`src/rtl/byte_receiver_pkg.sv`:
```
//==============================================================================
// Module  : byte_receiver_pkg
// Brief   : Shared JTAG word constants and receiver state encoding.
// Revision: 1.0 - initial release
//==============================================================================
`default_nettype none

package byte_receiver_pkg;

    localparam int JTAG_WORD_WIDTH = 32;
    localparam bit BIT_ORDER_MSB   = 1'b1;
    localparam bit BIT_ORDER_LSB   = 1'b0;

    typedef enum logic [0:0] {
        ST_IDLE  = 1'b0,
        ST_SHIFT = 1'b1
    } state_t;

endpackage

`default_nettype wire

```
`src/rtl/byte_receiver.sv`:
```
//==============================================================================
// Module  : byte_receiver
// Brief   : Deserialises the Shift-DR TDI stream into WIDTH-bit words on a
//           valid/ready holding register with a sticky overrun flag.
// Revision: 1.0 - initial release
//==============================================================================
`default_nettype none

module byte_receiver
    import byte_receiver_pkg::*;
#(
    parameter int WIDTH     = JTAG_WORD_WIDTH,
    parameter bit MSB_FIRST = BIT_ORDER_MSB,
    localparam int CW       = $clog2(WIDTH + 1)
) (
    input  logic             clk_tck,
    input  logic             reset,
    input  logic             enable,
    input  logic             tdi,
    input  logic             ready,
    output logic [WIDTH-1:0] out,
    output logic             valid,
    output logic             overrun,
    output logic [CW-1:0]    bit_count
);

    localparam logic [CW-1:0] c_last_bit = CW'(WIDTH - 1);
    localparam logic [CW-1:0] c_one      = CW'(1);

    state_t           r_state;
    state_t           w_state_next;
    logic [WIDTH-1:0] r_sr;
    logic [WIDTH-1:0] w_sr_shift;
    logic [WIDTH-1:0] w_sr_next;
    logic [WIDTH-1:0] r_out;
    logic [CW-1:0]    r_bit_count;
    logic [CW-1:0]    w_count_next;
    logic             r_valid;
    logic             r_overrun;
    logic             w_word_done;

    generate
        if (MSB_FIRST == BIT_ORDER_MSB) begin : g_msb_first
            assign w_sr_shift = {r_sr[WIDTH-2:0], tdi};
        end else if (MSB_FIRST == BIT_ORDER_LSB) begin : g_lsb_first
            assign w_sr_shift = {tdi, r_sr[WIDTH-1:1]};
        end
    endgenerate

    // IDLE always holds a zero count, and WIDTH>=2 means a first bit can never complete a word.
    always_comb begin
        w_state_next = r_state;
        w_count_next = '0;
        w_sr_next    = '0;
        w_word_done  = 1'b0;
        case (r_state)
            ST_IDLE: begin
                if (enable) begin
                    w_state_next = ST_SHIFT;
                    w_count_next = c_one;
                    w_sr_next    = w_sr_shift;
                end
            end
            ST_SHIFT: begin
                if (enable) begin
                    w_sr_next = w_sr_shift;
                    if (r_bit_count == c_last_bit) begin
                        w_word_done  = 1'b1;
                        w_count_next = '0;
                    end else begin
                        w_count_next = r_bit_count + c_one;
                    end
                end else begin
                    w_state_next = ST_IDLE;
                end
            end
            default: w_state_next = ST_IDLE;
        endcase
    end

    always_ff @(posedge clk_tck) begin
        if (reset) begin
            r_state     <= ST_IDLE;
            r_sr        <= '0;
            r_bit_count <= '0;
            r_out       <= '0;
            r_valid     <= 1'b0;
            r_overrun   <= 1'b0;
        end else begin
            r_state     <= w_state_next;
            r_sr        <= w_sr_next;
            r_bit_count <= w_count_next;
            if (w_word_done) begin
                // A pending word the consumer is not taking this edge wins; the new one is lost.
                if (r_valid && !ready) begin
                    r_overrun <= 1'b1;
                end else begin
                    r_out   <= w_sr_shift;
                    r_valid <= 1'b1;
                end
            end else if (r_valid && ready) begin
                r_valid <= 1'b0;
            end
        end
    end

    assign out       = r_out;
    assign valid     = r_valid;
    assign overrun   = r_overrun;
    assign bit_count = r_bit_count;

`ifdef FORMAL
    a_count_range: assert property (@(posedge clk_tck) r_bit_count < CW'(WIDTH));
    a_valid_hold:  assert property (@(posedge clk_tck) disable iff (reset)
                                    (r_valid && !ready) |=> r_valid);
    a_out_hold:    assert property (@(posedge clk_tck) disable iff (reset)
                                    (r_valid && !ready) |=> $stable(r_out));
    a_ovr_sticky:  assert property (@(posedge clk_tck) disable iff (reset)
                                    r_overrun |=> r_overrun);
`endif

endmodule

`default_nettype wire
```
`config.mk`:
```
export PLATFORM = sky130hd
export DESIGN_NAME = byte_receiver
export DESIGN_NICKNAME = d
export VERILOG_FILES = /design/src/rtl/byte_receiver_pkg.sv /design/src/rtl/byte_receiver.sv
export SDC_FILE = /design/constraint.sdc
export NUM_CORES = 1
export LEC_CHECK = 0
export CORE_MARGIN = 2
export CORE_UTILIZATION = 56
export CTS_CLUSTER_SIZE = 25
export DETAILED_ROUTE_END_ITERATION = 12
export PLACE_DENSITY = 0.89
export SYNTH_ARGS = -nofsm -noshare
export SYNTH_HDL_FRONTEND = slang
export SYNTH_SLANG_ARGS = --single-unit
```
`constraint.sdc`:
```
create_clock -name clk_tck -period 2.6 [get_ports clk_tck]
set_input_delay 0.26 -clock clk_tck [delete_from_list [all_inputs] [get_ports clk_tck]]
set_output_delay 0.26 -clock clk_tck [all_outputs]
set_load 0.02 [all_outputs]
```
Yosys cells after proc, flatten, opt, wreduce, memory -nomap -nowiden
Index checks and enable logic that the tools add are counted.

cells by class
  bitwise gates (word level) = 3
  add/subtract/negate cells = 1
  reduce and logical (&&, ||, !) cells = 8
  muxes and demuxes = 11
  eq/ne operators = 2

operators with widths
  operator                                                               count
  6-bit 2-to-1 mux                                                       2
  6-bit case mux with 2 select lines                                     1
  1-bit 2-to-1 mux                                                       8
  6-bit by 1-bit adder with 6-bit output, second input constant          1
  6-bit by 5-bit equality test with 1-bit output, second input constant  1
  2-bit AND reduction                                                    3
  1-bit inverter                                                         3
  1-bit logical AND                                                      2
  2-bit inequality test, second input constant                           1
  2-bit nonzero test                                                     1
  2-bit OR reduction                                                     1
  1-bit zero test                                                        1

storage, ports and cells
  bits in registers = 72
  output and inout port bits = 40
  input port bits = 5
  word-level logic and storage cells = 31

Longest topological paths before layout
  depth after elaboration = 6
  gate-level depth with buffers = 5
  mapped depth without buffers = 4

Worst setup path before layout
OpenSTA, ideal clock, no wires.

  kind = reg-to-reg
  start = register r_bit_count[0], in the netlist bit_count[0]
  end = register r_out[10], in the netlist out[10]
  setup slack = 0.838 ns
  cell stages (with the launch flop) = 6
  period minus slack after synthesis = 1.762 ns
  setup time = 0.072 ns
  required time = 2.528 ns
  data arrival time = 1.691 ns
  buffers on the path = 1
  path through = dfxtp_1 > ha_1 > nand4_4 > nor4b_4 > buf_6 > mux2i_1

between the ends
  cells in the longest elaborated chain, start to end = 5

RTL lines
  element                                         RTL line             source
  start: declaration                              byte_receiver.sv:36  logic [CW-1:0] r_bit_count;
  start signal: assignment                        byte_receiver.sv:92  r_bit_count <= w_count_next;
  6-bit by 5-bit equality test with 1-bit output  byte_receiver.sv:67  if (r_bit_count == c_last_bit) begin
  1-bit 2-to-1 mux                                byte_receiver.sv:67
  1-bit 2-to-1 mux                                byte_receiver.sv:65  if (enable) begin
  1-bit 2-to-1 mux                                byte_receiver.sv:56  case (r_state)
  2-bit AND reduction (no line)                   --
  end signal: assignment                          byte_receiver.sv:98  r_out <= w_sr_shift;
  end: declaration                                byte_receiver.sv:35  logic [WIDTH-1:0] r_out;

No other way between the ends.
A chain may end at the register's enable or synchronous reset.

Final worst setup path
  start = register r_bit_count[0], in the netlist bit_count[0]
  end = register r_out[22], in the netlist out[22]

The elaborated chain is that of the path after synthesis.

==> metrics.yaml <==
vias_per_cell: 4.85
wire_length_of_the_first_global_routing_pass_mm: 7.09
total_length_of_routed_wires_mm: 4.28
final_max_slew_viol_count: 0
rsz0062_at_grt: "false"
cts_repair_resize_count: 0
timing.critical_path.fanout_max: 32
hold_violations: 0
grt_overflow_total: 0
critical_path.reg2reg.endpoint: "out[22]"
ys_seq_elements: 72
max_capacitance_violation_count: 0
die-area_mm2: 0.00527
power.density_mw_per_mm2: 648
tritoncts: "built"
synth-seq-area-share: 0.548
layout-drive-gt1-share: 0.0759
syn-cell-area_mm2: 0.00263
core-area_mm2: 0.00444
whs_endpoint: "r_sr[14]"
average_cell_area_after_synthesis_um2: 11.0
final-setup-viol-count: 0
irDropWorstVdd_mv: 0.350
worst_setup_path_start_kind: "flip-flop"
layout_worst_path_cycle_share: 0.740
synth_largest_type_area_fraction: 0.548
path_class: "flip-flop to flip-flop"
synth-xor-area-share: 0.00998
synthCells: 240
antenna_violations_before_repair: 0
slew_headroom: 0.638
numCtsBuffers: 9
drc_errors: 0
cts.root.buffer_cell: "clkbuf_8"
yosys-top-cells-area: "dfxtp_1, nand2b_1, mux2i_1"
max_slew.worst_pin.slew_ns: 0.542
source_to_sink_clock_delay_at_the_later_pin_of_the_worst_skew_pair_ns: 0.33
dieWidth_um: 72.6
cts_max_level: 3
dr.pass1.iters: 4
finish.utilization: 0.748
finalPower_mw: 2.15
layout_stage_area_growth_over_the_synthesis_result_pct: 26.3
synth_async_sr_flop_share: 0
class_of_the_worst_hold_path: "flip-flop to flip-flop"
nFillCells: 321
syn_nets: 246
yosysTopAreaCell: "dfxtp_1"
placement_rows: 24
finalSetupTns_ns: 0
routed_antenna_nets: 0
total_leakage_power_nw: 1.15
first_iteration_detailed_routing_drc_count: 82
synth_warnings: 0
clock_tree.buffer_depth: 2
synth_simple_gate_area_share: 0.273
diodes_inserted: 0
post_synth_num_cell_types: 26
rr_worst_depth: 5
synth_enable_flop_cells: 0
skew_ns: 0.00758
yosys-mux-area-fraction: 0.122
synth_top_flop_cell: "dfxtp_1"
die_h_um: 72.6
routed_wire_length_per_instance_um: 12.5
final_period_minus_worst_setup_slack_ns: 1.92
endpoint_kind: "flip-flop"
critical_path.reg2reg.startpoint: "bit_count[0]"
hold_fix_buffer_count_after_cts: 0
floorplan.initialDensity: 0.592
finish.net_count: 291
finalWeightedCongestion: 0.790
vias: 1659
cts.sinks: 72
min_delay_path_depth: 1
first_global_vias: 1608
synth_compound_area_frac: 0.0143
timing.critical_path.arrival_ns: 2.17
floorplan.io_pins: 45
grt.total_usage: 0.175
synth_top_family_by_area: "simple AND/OR/NAND/NOR gates"
dp.final_hpwl_mm: 2.46
hold_start: "r_sr[13]"
yosys.area_share.adder: 0.00475
numPortBuffers: 44
flop2flop_setup_slack_ns: 0.68
mostFrequentLayoutCell: "dfxtp_1"
outcome: "finished, final reports clean"
grt_start_max_net_pins: 67
cp.required_ns: 2.85
most-common-layout-cells: "dfxtp_1, nand2b_1, clkdlybuf4s50_1"
post-cts-setup-buffer-count: 0
fmax_ghz: 0.520
clkSlewWorstSetupHoldPaths_ns: 0.07
==> synth_stat cells (2+ instances only) <==
master / number
buf_6: 3
nor2_1: 3
nand2b_1: 65
xor2_1: 2
mux2i_1: 32
nand3_1: 2
and2_1: 31
clkbuf_1: 10
dfxtp_1: 72
a21oi_1: 2
nand2_1: 3
==> routing by layer <==
layer	track usage	vias up	wire, um
met1	0.219	757	2050
li1	-	856	-
met2	0.276	36	1980
met5	0	-	0
met4	0.103	0	112
met3	0.0417	10	139
==> how the worst max path moves through the flow <==
stage | startpoint | endpoint | slack (ns) | cells past startpoint
floorplan | bit_count[0] | out[10] | 0.84 | 5
global placement | enable | out[30] | 0.75 | 5
detailed placement | ready | out[24] | 0.65 | 5
CTS | bit_count[0] | out[22] | 0.64 | 5
global route | bit_count[0] | out[22] | 0.51 | 5
finish | bit_count[0] | out[22] | 0.68 | 5
==> final cells by class <==
cell class / count / area, um^2 / area share
sequential: 72 / 1440 / 0.434
multi-input combinational: 154 / 1120 / 0.336
timing repair buffer: 47 / 463 / 0.139
clock buffer: 14 / 173 / 0.0519
tap: 52 / 65.1 / 0.0196
clock inverter: 2 / 60.1 / 0.0181
inverter: 1 / 3.75 / 0.00113
==> sequential cells by signal (all words and copies together) (netlist names) <==
name       flops
r_state        1
out           32
overrun        1
bit_count      6
valid          1
r_sr          31
==> through the flow <==
stage | instances | setup slack (ns) | area [um^2] | hold WS (ns)
final | 342 | 0.676 | 3320 | 0.454
after CTS | 342 | 0.643 | 3320 | 0.459
after global placement | 326 | 0.750 | 3090 | 0.435
after floorplan | 240 | 0.838 | 2630 | 0.382
after global routing | 342 | 0.509 | 3320 | 0.479
after detailed placement | 326 | 0.655 | 3090 | 0.442
==> report_power, final <==
group          leakage, nW  total (mW)  switching (mW)  internal (mW)
clock network        0.117       0.998           0.378          0.621
logic                0.454      0.0476          0.0216         0.0261
registers            0.580        1.11         0.00207           1.11
==> critical path: stages (launching register included) <==
cell and delay [ns]:
dfxtp_1 0.38, ha_1 0.26, nand4_4 0.15, nor4b_4 0.27, buf_4 0.49, mux2i_1 0.27
==> cell families (layout without fill, tap and decap cells) <==
| logic type | Yosys count | after routing |
|---|---|---|
| AO/OA/AOI/OAI | 6 | 6 |
| flip-flops | 72 | 72 |
| XOR/XNOR | 3 | 3 |
| AND/OR/NAND/NOR | 112 | 112 |
| adder cells (fa/ha/maj) | 1 | 1 |
| multiplexers | 32 | 32 |
| buffers and inverters | 14 | 64 |
No activity file was read; power rests on OpenSTA's default activity.
